<file path="config.mk">
export PLATFORM = sky130hd
export DESIGN_NAME = npu_lane_buffer
export DESIGN_NICKNAME = d
export VERILOG_FILES = /design/src/rtl/npu_lane_buffer.sv
export SDC_FILE = /design/constraint.sdc
export NUM_CORES = 1
export LEC_CHECK = 0
export ABC_AREA = 1
export BUFFER_PORTS_ARGS = -buffer_cell sky130_fd_sc_hd__buf_4
export CORE_UTILIZATION = 55
export DETAILED_ROUTE_END_ITERATION = 16
export PLACE_DENSITY = 0.71
export SLEW_MARGIN = 10
export SYNTH_ARGS = -nofsm -noshare
export SYNTH_HDL_FRONTEND = slang
export SYNTH_SLANG_ARGS = --single-unit
</file>
<file path="constraint.sdc">
create_clock -name clk -period 3.05 [get_ports clk]
set_input_delay 0.61 -clock clk [delete_from_list [all_inputs] [get_ports clk]]
set_output_delay 0.61 -clock clk [all_outputs]
set_load 0.03 [all_outputs]
</file>
<file path="src/rtl/npu_lane_buffer.sv">
// npu_lane_buffer: circular staging buffer that streams packed words out as LANES parallel lanes.
// Optional replay mode (re-stream stored words without consuming them) under NPU_LANE_BUFFER_REPLAY_EN.
module npu_lane_buffer #(
  parameter  int LANES  = 4,
  parameter  int DATA_W = 8,
  parameter  int DEPTH  = 16,
  localparam int WORD_W = LANES * DATA_W,
  localparam int AW     = $clog2(DEPTH)
) (
  input  logic              clk,
  input  logic              reset,
  input  logic              chipselect,
  input  logic              write,
  input  logic              read,
  input  logic [1:0]        address,
  input  logic [WORD_W-1:0] writedata,
  output logic [31:0]       readdata,
  input  logic              reading,
  input  logic              out_ready,
  output logic              out_valid,
  output logic [WORD_W-1:0] data_out,
  output logic [AW:0]       count,
  output logic              full,
  output logic              empty
);

  logic [WORD_W-1:0] r_mem [DEPTH];
  logic [AW-1:0]     r_wr_ptr;
  logic [AW-1:0]     r_rd_ptr;
  logic [AW:0]       r_count;
  logic              r_overflow;
  logic              r_out_valid;
  logic [WORD_W-1:0] r_data_out;
  logic [31:0]       r_readdata;

  logic              w_replay;
  logic              w_push_req;
  logic              w_ctrl_wr;
  logic              w_soft_clr;
  logic              w_full;
  logic              w_empty;
  logic              w_push;
  logic              w_load;
  logic              w_consume;
  logic [AW-1:0]     w_load_addr;
  logic [AW-1:0]     w_rd_ptr_nxt;
  logic [31:0]       w_rd_mux;

  // full/empty come from the pre-edge count, so a push to a full buffer loses even if a load frees a slot.
  assign w_full       = (r_count == (AW+1)'(DEPTH));
  assign w_empty      = (r_count == (AW+1)'(0));
  assign w_push_req   = chipselect && write && (address == 2'd0);
  assign w_ctrl_wr    = chipselect && write && (address == 2'd1);
  assign w_soft_clr   = w_ctrl_wr && writedata[0];
  assign w_push       = w_push_req && !w_full && !w_replay;
  assign w_load       = reading && !w_empty && (!r_out_valid || out_ready);
  assign w_consume    = w_load && !w_replay;
  assign w_rd_ptr_nxt = w_consume ? (r_rd_ptr + AW'(1)) : r_rd_ptr;

`ifdef NPU_LANE_BUFFER_REPLAY_EN
  logic          r_replay;
  logic [AW-1:0] r_rp;
  logic [AW-1:0] r_idx;
  logic          w_wrap;

  assign w_replay    = r_replay;
  assign w_wrap      = ({1'b0, r_idx} == (r_count - (AW+1)'(1)));
  assign w_load_addr = r_replay ? r_rp : r_rd_ptr;

  // Replay cursor walks the stored window starting at rd_ptr and wraps after count entries.
  always_ff @(posedge clk) begin
    if (reset) begin
      r_replay <= 1'b0;
      r_rp     <= '0;
      r_idx    <= '0;
    end else if (w_soft_clr) begin
      r_replay <= writedata[1];
      r_rp     <= '0;
      r_idx    <= '0;
    end else begin
      if (w_ctrl_wr) begin
        r_replay <= writedata[1];
      end
      if (w_ctrl_wr && writedata[1] && !r_replay) begin
        r_rp  <= w_rd_ptr_nxt;
        r_idx <= '0;
      end else if (r_replay && w_load) begin
        if (w_wrap) begin
          r_rp  <= r_rd_ptr;
          r_idx <= '0;
        end else begin
          r_rp  <= r_rp + AW'(1);
          r_idx <= r_idx + AW'(1);
        end
      end
    end
  end
`else
  assign w_replay    = 1'b0;
  assign w_load_addr = r_rd_ptr;
`endif

  // Storage array: written only on accepted pushes, so contents need no reset.
  always_ff @(posedge clk) begin
    if (w_push) begin
      r_mem[r_wr_ptr] <= writedata;
    end
  end

  // Pointers, occupancy, sticky overflow and the lane output register.
  always_ff @(posedge clk) begin
    if (reset || w_soft_clr) begin
      r_wr_ptr    <= '0;
      r_rd_ptr    <= '0;
      r_count     <= '0;
      r_overflow  <= 1'b0;
      r_out_valid <= 1'b0;
      r_data_out  <= '0;
    end else begin
      if (w_push) begin
        r_wr_ptr <= r_wr_ptr + AW'(1);
      end
      r_rd_ptr <= w_rd_ptr_nxt;
      case ({w_push, w_consume})
        2'b10:   r_count <= r_count + (AW+1)'(1);
        2'b01:   r_count <= r_count - (AW+1)'(1);
        default: r_count <= r_count;
      endcase
      if (w_push_req && (w_full || w_replay)) begin
        r_overflow <= 1'b1;
      end
      if (w_load) begin
        r_data_out  <= r_mem[w_load_addr];
        r_out_valid <= 1'b1;
      end else if (r_out_valid && out_ready) begin
        r_out_valid <= 1'b0;
      end
    end
  end

  // Status word; other addresses read as zero.
  always_comb begin
    w_rd_mux = 32'd0;
    case (address)
      2'd2:    w_rd_mux = {14'd0, w_replay, r_overflow, 16'(r_count)};
      default: w_rd_mux = 32'd0;
    endcase
  end

  // readdata updates only on a read strobe and holds otherwise.
  always_ff @(posedge clk) begin
    if (reset) begin
      r_readdata <= 32'd0;
    end else if (chipselect && read) begin
      r_readdata <= w_rd_mux;
    end
  end

  assign readdata  = r_readdata;
  assign out_valid = r_out_valid;
  assign data_out  = r_data_out;
  assign count     = r_count;
  assign full      = w_full;
  assign empty     = w_empty;

endmodule

</file>
# Yosys cells after proc, flatten, opt, wreduce, memory -nomap -nowiden
# Memories as Yosys holds them, arrays and structs flattened. A register that Yosys moved wholly into a read port is not among the register bits.
# Cells that the tools add are included.
[totals] regBits=47 ram_bits=512 out_inout_bits=72 memories=1
[memory_table] name="r_mem" depth=16 word_bits=32 rd=1 rd_clocked_by_memory_dff=1 write_ports=1 line="27" rtl="logic [WORD_W-1:0] r_mem [DEPTH];"
[classes] add_sub_neg=4 eq_ne=5 muxes=6 n_reduce_logical=19
[ops] cell="$mux 17" n=1
[ops] cell="$logic_and 1x1->1" n=10
[ops] cell="$pmux 5 s2" n=1
[ops] cell="$add 4x1->4 const B" n=2
[ops] cell="$add 5x1->5 const B" n=1
[ops] cell="$eq 5x5->1 const B" n=1
[ops] cell="$logic_not 5->1" n=1
[ops] cell="$sub 5x1->5 const B" n=1
[ops] cell="$eq 2x1->1 const B" n=2
[ops] cell="$eq 2x2->1 const B" n=2
[ops] cell="$mux 1" n=4
[ops] cell="$reduce_bool 2->1" n=2
[ops] cell="$logic_not 1->1" n=3
[ops] cell="$logic_not 2->1" n=1
[ops] cell="$logic_or 1x1->1" n=2

# Longest topological paths before layout
# Gate-level depths: netlist of the first run.
[depth] ltp_word=6 mapped_depth=15

# Worst setup path after synthesis of the first run
# No wires, ideal clock.
[synth_path] path_type="input -> register" start="input port chipselect" end="memory r_mem[11][0] in the netlist's numbering (enable)" setup_time_ns=0.421 arrival_ns=2.627 t_required_ns=2.629 path_slack_ns=0.002 cell_stages=6 n_path_buf=0 cell_sequence="nand2_1 -> nor3_1 -> nand2_1 -> inv_1 -> nand3_1 -> nor2_1"
[synth_via] elab_chain_len=5
[synth_lines] element="start: declaration" line="12" rtl="input logic chipselect,"
[synth_lines] element="$logic_and 1x1->1 (2 in series)" line="52" rtl="assign w_push_req = chipselect && write && (address == 2'd0);"
[synth_lines] element="$logic_and 1x1->1" line="55" rtl="assign w_push = w_push_req && !w_full && !w_replay;"
[synth_lines] element="$mux 1" line="105" rtl="if (w_push) begin"
[synth_lines] element="$mux 1 (implied by the code)" line="106" rtl="r_mem[r_wr_ptr] <= writedata;"
[synth_lines] element="end: declaration" line="27"
# No other way between the ends.

==> results of run 1 <==
==> logic make-up after synthesis <==
family / count (synthesis)
and+or+nand+nor: 1258
DFF: 565
buffers and inverters: 351
AOI/OAI and AO/OA: 92
adders and majority gates: 10
xor gates and xnor gates: 7
other: 1
==> how the worst min path moves through the flow <==
stage	slack [ns]	end	cells past startpoint
global route	0.22	readdata[2]	2
floorplan	0.43	readdata[16]	2
finish	0.23	readdata[0]	2
detailed placement	0.46	readdata[0]	2
global placement	0.46	readdata[3]	2
CTS	0.19	readdata[3]	2
==> metal layers <==
| layer | part of all wire (%) | vias up | GRT usage [%] |
|---|---|---|---|
| li1 | - | 7529 | - |
| met1 | 41 | 7541 | 34.6 |
| met2 | 49 | 558 | 44.4 |
| met3 | 6.3 | 114 | 3.19 |
| met4 | 3.6 | 0 | 10.9 |
| met5 | 0 | - | 0 |
==> cell type report <==
cell class / count / area share (%)
sequential: 565 / 61.4
multi-input combinational: 1393 / 21.9
clock buffer: 86 / 6.07
timing repair buffer: 132 / 4.45
inverter: 217 / 3.07
tap: 539 / 2.52
clock inverter: 19 / 0.566
antenna: 1 / 0.00935
==> Yosys cell counts <==
cell type	instances	share of area [%]
a211oi_1	1	0.032
a21oi_1	52	1.1
a31oi_1	1	0.026
buf_1	1	0.016
buf_2	63	1.3
buf_4	46	1.5
buf_6	1	0.048
clkbuf_1	23	0.36
conb_1	1	0.016
dfxtp_1	53	4.5
edfxtp_1	512	65
fa_1	1	0.085
ha_1	9	0.48
inv_1	211	3.3
inv_2	5	0.079
inv_4	1	0.026
nand2_1	776	12
nand3_1	195	4.1
nand3_2	1	0.042
nand4_1	2	0.053
nor2_1	281	4.5
nor2_4	1	0.048
nor3_1	2	0.042
o21ai_0	38	0.80
xnor2_1	3	0.11
xor2_1	4	0.15
==> where the power goes <==
| part | internal (mW) | switching (mW) | total, mW |
|---|---|---|---|
| registers | 8.60 | 0.174 | 8.78 |
| clock network | 3.83 | 2.83 | 6.66 |
| logic | 1.06 | 2.51 | 3.57 |
==> stage by stage <==
stage | cell area (µm²) | std cells | hold slack (ns)
floorplan | 23800 | 2309 | 0.434
global placement | 25000 | 2846 | 0.456
detailed placement | 25000 | 2846 | 0.459
CTS | 26800 | 2951 | 0.194
global route | 26800 | 2952 | 0.218
finish | 26800 | 2952 | 0.228
==> flip-flops by register name, summed over array words and instances (netlist names) <==
register,count
r_rd_ptr,4
out_valid,1
count,5
data_out,32
readdata,6
r_mem,512
r_wr_ptr,4
r_overflow,1
==> critical path, cell delays in order (launching register included) <==
cell and delay (ns):
dfxtp_2 0.46, buf_4 0.30, nor2_4 0.14, buf_4 0.46, nand3_1 0.30, nand2_1 0.14
nor2_1 0.05, nand2_1 0.07, nand3_1 0.07, nand2_1 0.08, inv_1 0.04
==> metrics, run 1 <==
status complete, no violations; die area about 44000 µm²; largest family of logic cells by synthesized area simple AND/OR/NAND/NOR gates; # rows 75; flop-to-flop setup slack 0.79 ns; Post-route DRC 0; reg-to-reg startpoint r_rd_ptr[1]; # Post-CTS Setup Buffers 0; # resized after CTS 0; DRT Wirelength between 50 and 60 mm; nets ~2400; antenna viol nets, final 0; simple-gate share of the synthesized area about a fifth; Final period util 74.1%; Pwr Density about 700 nW/µm²; Synth Instances roughly 2300; hold_buf cts 0; io pins 113; first-pass GRT wire length approximately 86 mm; most common cell after layout, fill and taps aside nand2_1; vias in the first global route about 15000; Clock Path Buffers 3; Seq. cell area between 15000 and 20000 µm²; hpwl dp ~33 mm; initial core utilization 56.0%; Post-Place Worst Slack 0.461 ns; via count roughly 16000; reg2reg path depth 10; Post-Synth Adder-Cell Area less than 1%; fin crit period approximately 2.3 ns; final setup TNS 0 ns; Netlist Area Pre-Place between 20000 and 25000 µm²; root buf cell clkbuf_16; Multi-input gate area around 5900 µm²; wire per inst approximately 19 µm; Die W 209 µm; post-synthesis mux area share 0%; final setup violation count 0; setup ws final just under 0.8 ns; ratio of cells with drive above 1 in the final layout a little under 10%; Skew-Pair Late Insertion Delay slightly above 0.6 ns; Min-Delay Startpoint reset; Pins Over Slew Limit 0; Vert. Die Dim 209 µm; crit-path max FO between 40 and 50; I/O Buffers 86; H-tree levels 2; Fin. Hold Viols 0; Least-Margin Pin Slew around 1.2 ns; startpoint types register; initial antenna violation count 1; largest net degree at the start of global routing 111; Util after Layout a little under two thirds; RSZ-0062 raised after global routing no; Seq/Total Area, Yosys a little over two thirds; CORE AREA ~42000 µm²; TritonCTS Sinks 565; overall power roughly 19 mW; Worst EP required around 3.6 ns; Synth Area in Compound Gates 1.96%; Worst VDD drop 0.468 mV; DRT iter0 DRCs roughly 1400; filler cell count roughly 3300; Yosys cell types 26; Critical Path Sink Type register; Num CTS Buffers 56; Total GRT Usage a little over a quarter; clock skew 0.0237 ns; syn avg cell area 10.4 µm²; Seq cells post-synth ~570; Setup crit end data_out[1]; Lkg Pwr 10.7 nW; CP arrival ~2.8 ns; Post-Synth XOR/XNOR Area less than 1%; CTS tree built; Crit. Startpoint r_rd_ptr[1]; total grt overflow 0; fmax 0.442 GHz; Reg2Reg Capture Point data_out[1]; Yosys warning count 0; crit path kind register to register; slew margin rel. a little over a fifth; commonest non-fill, non-tap cells in the layout 776 x nand2_1, 512 x edfxtp_1, 265 x nor2_1, 211 x inv_1, 195 x nand3_1; worst hold path class primary input to register; RePlAce Congestion 0.855; max-cap viol count 0; Vias/cell roughly 5.3; clock transition at the registers of the reported paths 0.06 ns; Layout area overhead 13.1%; first drt pass iteration count 6
Note: power is estimated with default switching activity, not from simulation.
==> run 2: changes to the inputs <==
Settings changed: CORE_UTILIZATION 55 to 60, PLACE_DENSITY 0.71 to 0.74.
Clock period 3.05 ns to 2.1 ns, I/O delays scaled along.
==> run 2 against run 1 <==
Worst setup slack worse by 0.71 ns. First-iteration DRC count up 11%. Flip-flop and latch count did not move. Sequential share of layout area shrank 1.5 points. Clock skew fell by 0.0073 ns. Total power is 49% higher. Clock-buffer cell count decreased by 23. Critical endpoint is now empty. Largest cell class unchanged.
==> metrics, run 2 (synthesis results as in run 1) <==
status complete, no violations (unchanged); Non-Filler Instances 2955 (was 2952); CP top delay family buffers and inverters (was simple AND/OR/NAND/NOR gates); overall power 28.4 mW (was 19.0 mW); vias in the first global route 15500 (was 15200); Total GRT Usage 28.7% (was 26.3%); reg-to-reg startpoint count[0] (was r_rd_ptr[1]); CTS tree built (unchanged); crit-path max FO 2 (was 42); most common cell after layout, fill and taps aside nand2_1 (unchanged); initial antenna violation count 0 (was 1); initial core utilization 61.1% (was 56.0%); slew margin rel. 61.5% (was 21.1%); root buf cell clkbuf_16 (unchanged); # rows 72 (was 75); Pwr Density 1030 nW/µm² (was 710 nW/µm²); Die W 201 µm (was 209 µm); Clock Power Share 36.2% (was 35.0%); max-cap viol count 0 (unchanged); filler cell count 2757 (was 3273); Worst EP required 1.68 ns (was 3.55 ns); Slowest-stage cell, CP dfxtp_4 (was dfxtp_2); critical path's largest stage delay 0.34 ns (was 0.46 ns); Lkg Pwr 11.0 nW (was 10.7 nW); Cells after DPL 2853 (was 2846); antenna viol nets, final 0 (unchanged); Logic pwr share 19.2% (was 18.8%); final setup violation count 0 (unchanged); Final period util 96.1%; DRT Wirelength 56.9 mm (about the same); cell mode on critical path buf_4 (was nand2_1); RePlAce Congestion 0.872 (was 0.855); Final Cell Area 27500 µm² (was 26800 µm²); worst hold path class primary input to register (unchanged); Clock Path Buffers 3 (unchanged); clock skew 0.0164 ns (was 0.0237 ns); Vert. Die Dim 201 µm (was 209 µm); nets 2444 (was 2416); hpwl dp 33.6 mm (was 32.7 mm); crit path kind register to output pin (was register to register); Bufs and invs on worst path 3 (unchanged); startpoint types register (unchanged); Crit. Startpoint count[0] (was r_rd_ptr[1]); Largest Register r_mem (unchanged); fin crit period just over 2 ns; CORE AREA 38700 µm² (was 42200 µm²); I/O Buffers 86 (unchanged); largest net degree at the start of global routing 70 (was 111); Vias/cell 5.35 (was 5.33); Skew-Pair Late Insertion Delay 0.60 ns (was 0.62 ns); Critical Path Sink Type output pin (was register); total grt overflow 0 (unchanged); P_sw 7.99 mW (was 5.52 mW); Layout area overhead 16.1% (was 13.1%); Post-route DRC 0 (unchanged); Fin. Hold Viols 0 (unchanged); first drt pass iteration count 6 (unchanged); die area 40200 µm² (was 43900 µm²); Internal 20.4 mW (was 13.5 mW); io pins 113 (unchanged); wire per inst 19.3 µm (about the same); H-tree levels 2 (unchanged); fmax roughly 0.50 GHz; Num CTS Buffers 55 (was 56); Worst VDD drop 0.807 mV (was 0.468 mV); DRT iter0 DRCs 1577 (was 1427); sequential fraction of design power 44.6% (was 46.2%); Util after Layout 70.9% (was 63.4%); Pins Over Slew Limit 0 (unchanged); TritonCTS Sinks 565 (unchanged); Min-Delay Startpoint reset (unchanged); Largest register FFs 512 (unchanged); sw frac 28.2% (was 29.0%); ANT cells 0 (was 1); CP cell instances nor2_2 > nand4_1 > buf_4 > inv_1 > buf_4 (was buf_4 > nor2_4 > buf_4 > nand3_1 > nand2_1 > nor2_1 > nand2_1 > nand3_1 > nand2_1 > inv_1); ratio of cells with drive above 1 in the final layout 11.6% (was 9.87%); Least-Margin Pin Slew 0.578 ns (was 1.18 ns); first-pass GRT wire length 87.2 mm (was 86.4 mm); area post-placement 25600 µm² (was 25000 µm²); final setup TNS 0 ns (unchanged); CP arrival 1.60 ns (was 2.76 ns); clock transition at the registers of the reported paths 0.06 ns (about the same); via count 15800 (was 15700); commonest non-fill, non-tap cells in the layout 776 x nand2_1, 512 x edfxtp_1, 264 x nor2_1, 211 x inv_1, 195 x nand3_1 (was 776 x nand2_1, 512 x edfxtp_1, 265 x nor2_1, 211 x inv_1, 195 x nand3_1)
==> run 2: cell type report <==
type / instances / area, µm² / area share [%]
clock buffer: 63 / 1440 / 5.23
clock inverter: 38 / 447 / 1.63
inverter: 217 / 821 / 2.99
multi-input combinational: 1393 / 5870 / 21.4
sequential: 565 / 16500 / 59.9
tap: 518 / 648 / 2.36
timing repair buffer: 161 / 1780 / 6.50
==> run 2: worst paths after layout <==
kind                                    end  slack, ns  cells past startpoint
worst max-delay path                  empty       0.08                      5
worst min-delay path            readdata[2]       0.04                      2
worst min register to register  readdata[3]       0.47                      2
worst max register to register     count[3]       0.13                     13
==> run 2: metrics by stage <==
stage,hold WS (ns),setup WS [ns]
detailed placement,0.460,-0.123
global route,0.0210,-0.0199
CTS,0.00807,0.131
floorplan,0.434,-0.0229
global placement,0.457,-0.104
finish,0.0382,0.0810
==> run 2: power by group through the flow <==
stage	Combinational [mW]	Sequential, mW	Clock (mW)
3_5_place_dp	5.40	12.9	0
4_1_cts	5.45	12.6	10.4
5_1_grt	6.04	12.7	10.8
3_3_place_gp	5.33	12.9	0
6_report	5.46	12.6	10.3
2_1_floorplan	3.26	13.3	0
==> run 2: per-layer routing <==
metal  part of all wire, %  wire, µm  track usage, %
met2                    51     29100            50.2
met4                   4.7      2660            14.6
met3                   6.4      3630            3.57
met5                     0         0               0
met1                    38     21500            35.1
==> run 2: repair_timing <==
action | 4_1_cts | 5_1_grt
resized for setup | 0 | 2
buffers inserted | 0 | 1
hold endpoints to repair | 0 | 0
endpoints found under the setup margin | 0 | 2
hold buffers | 0 | 0
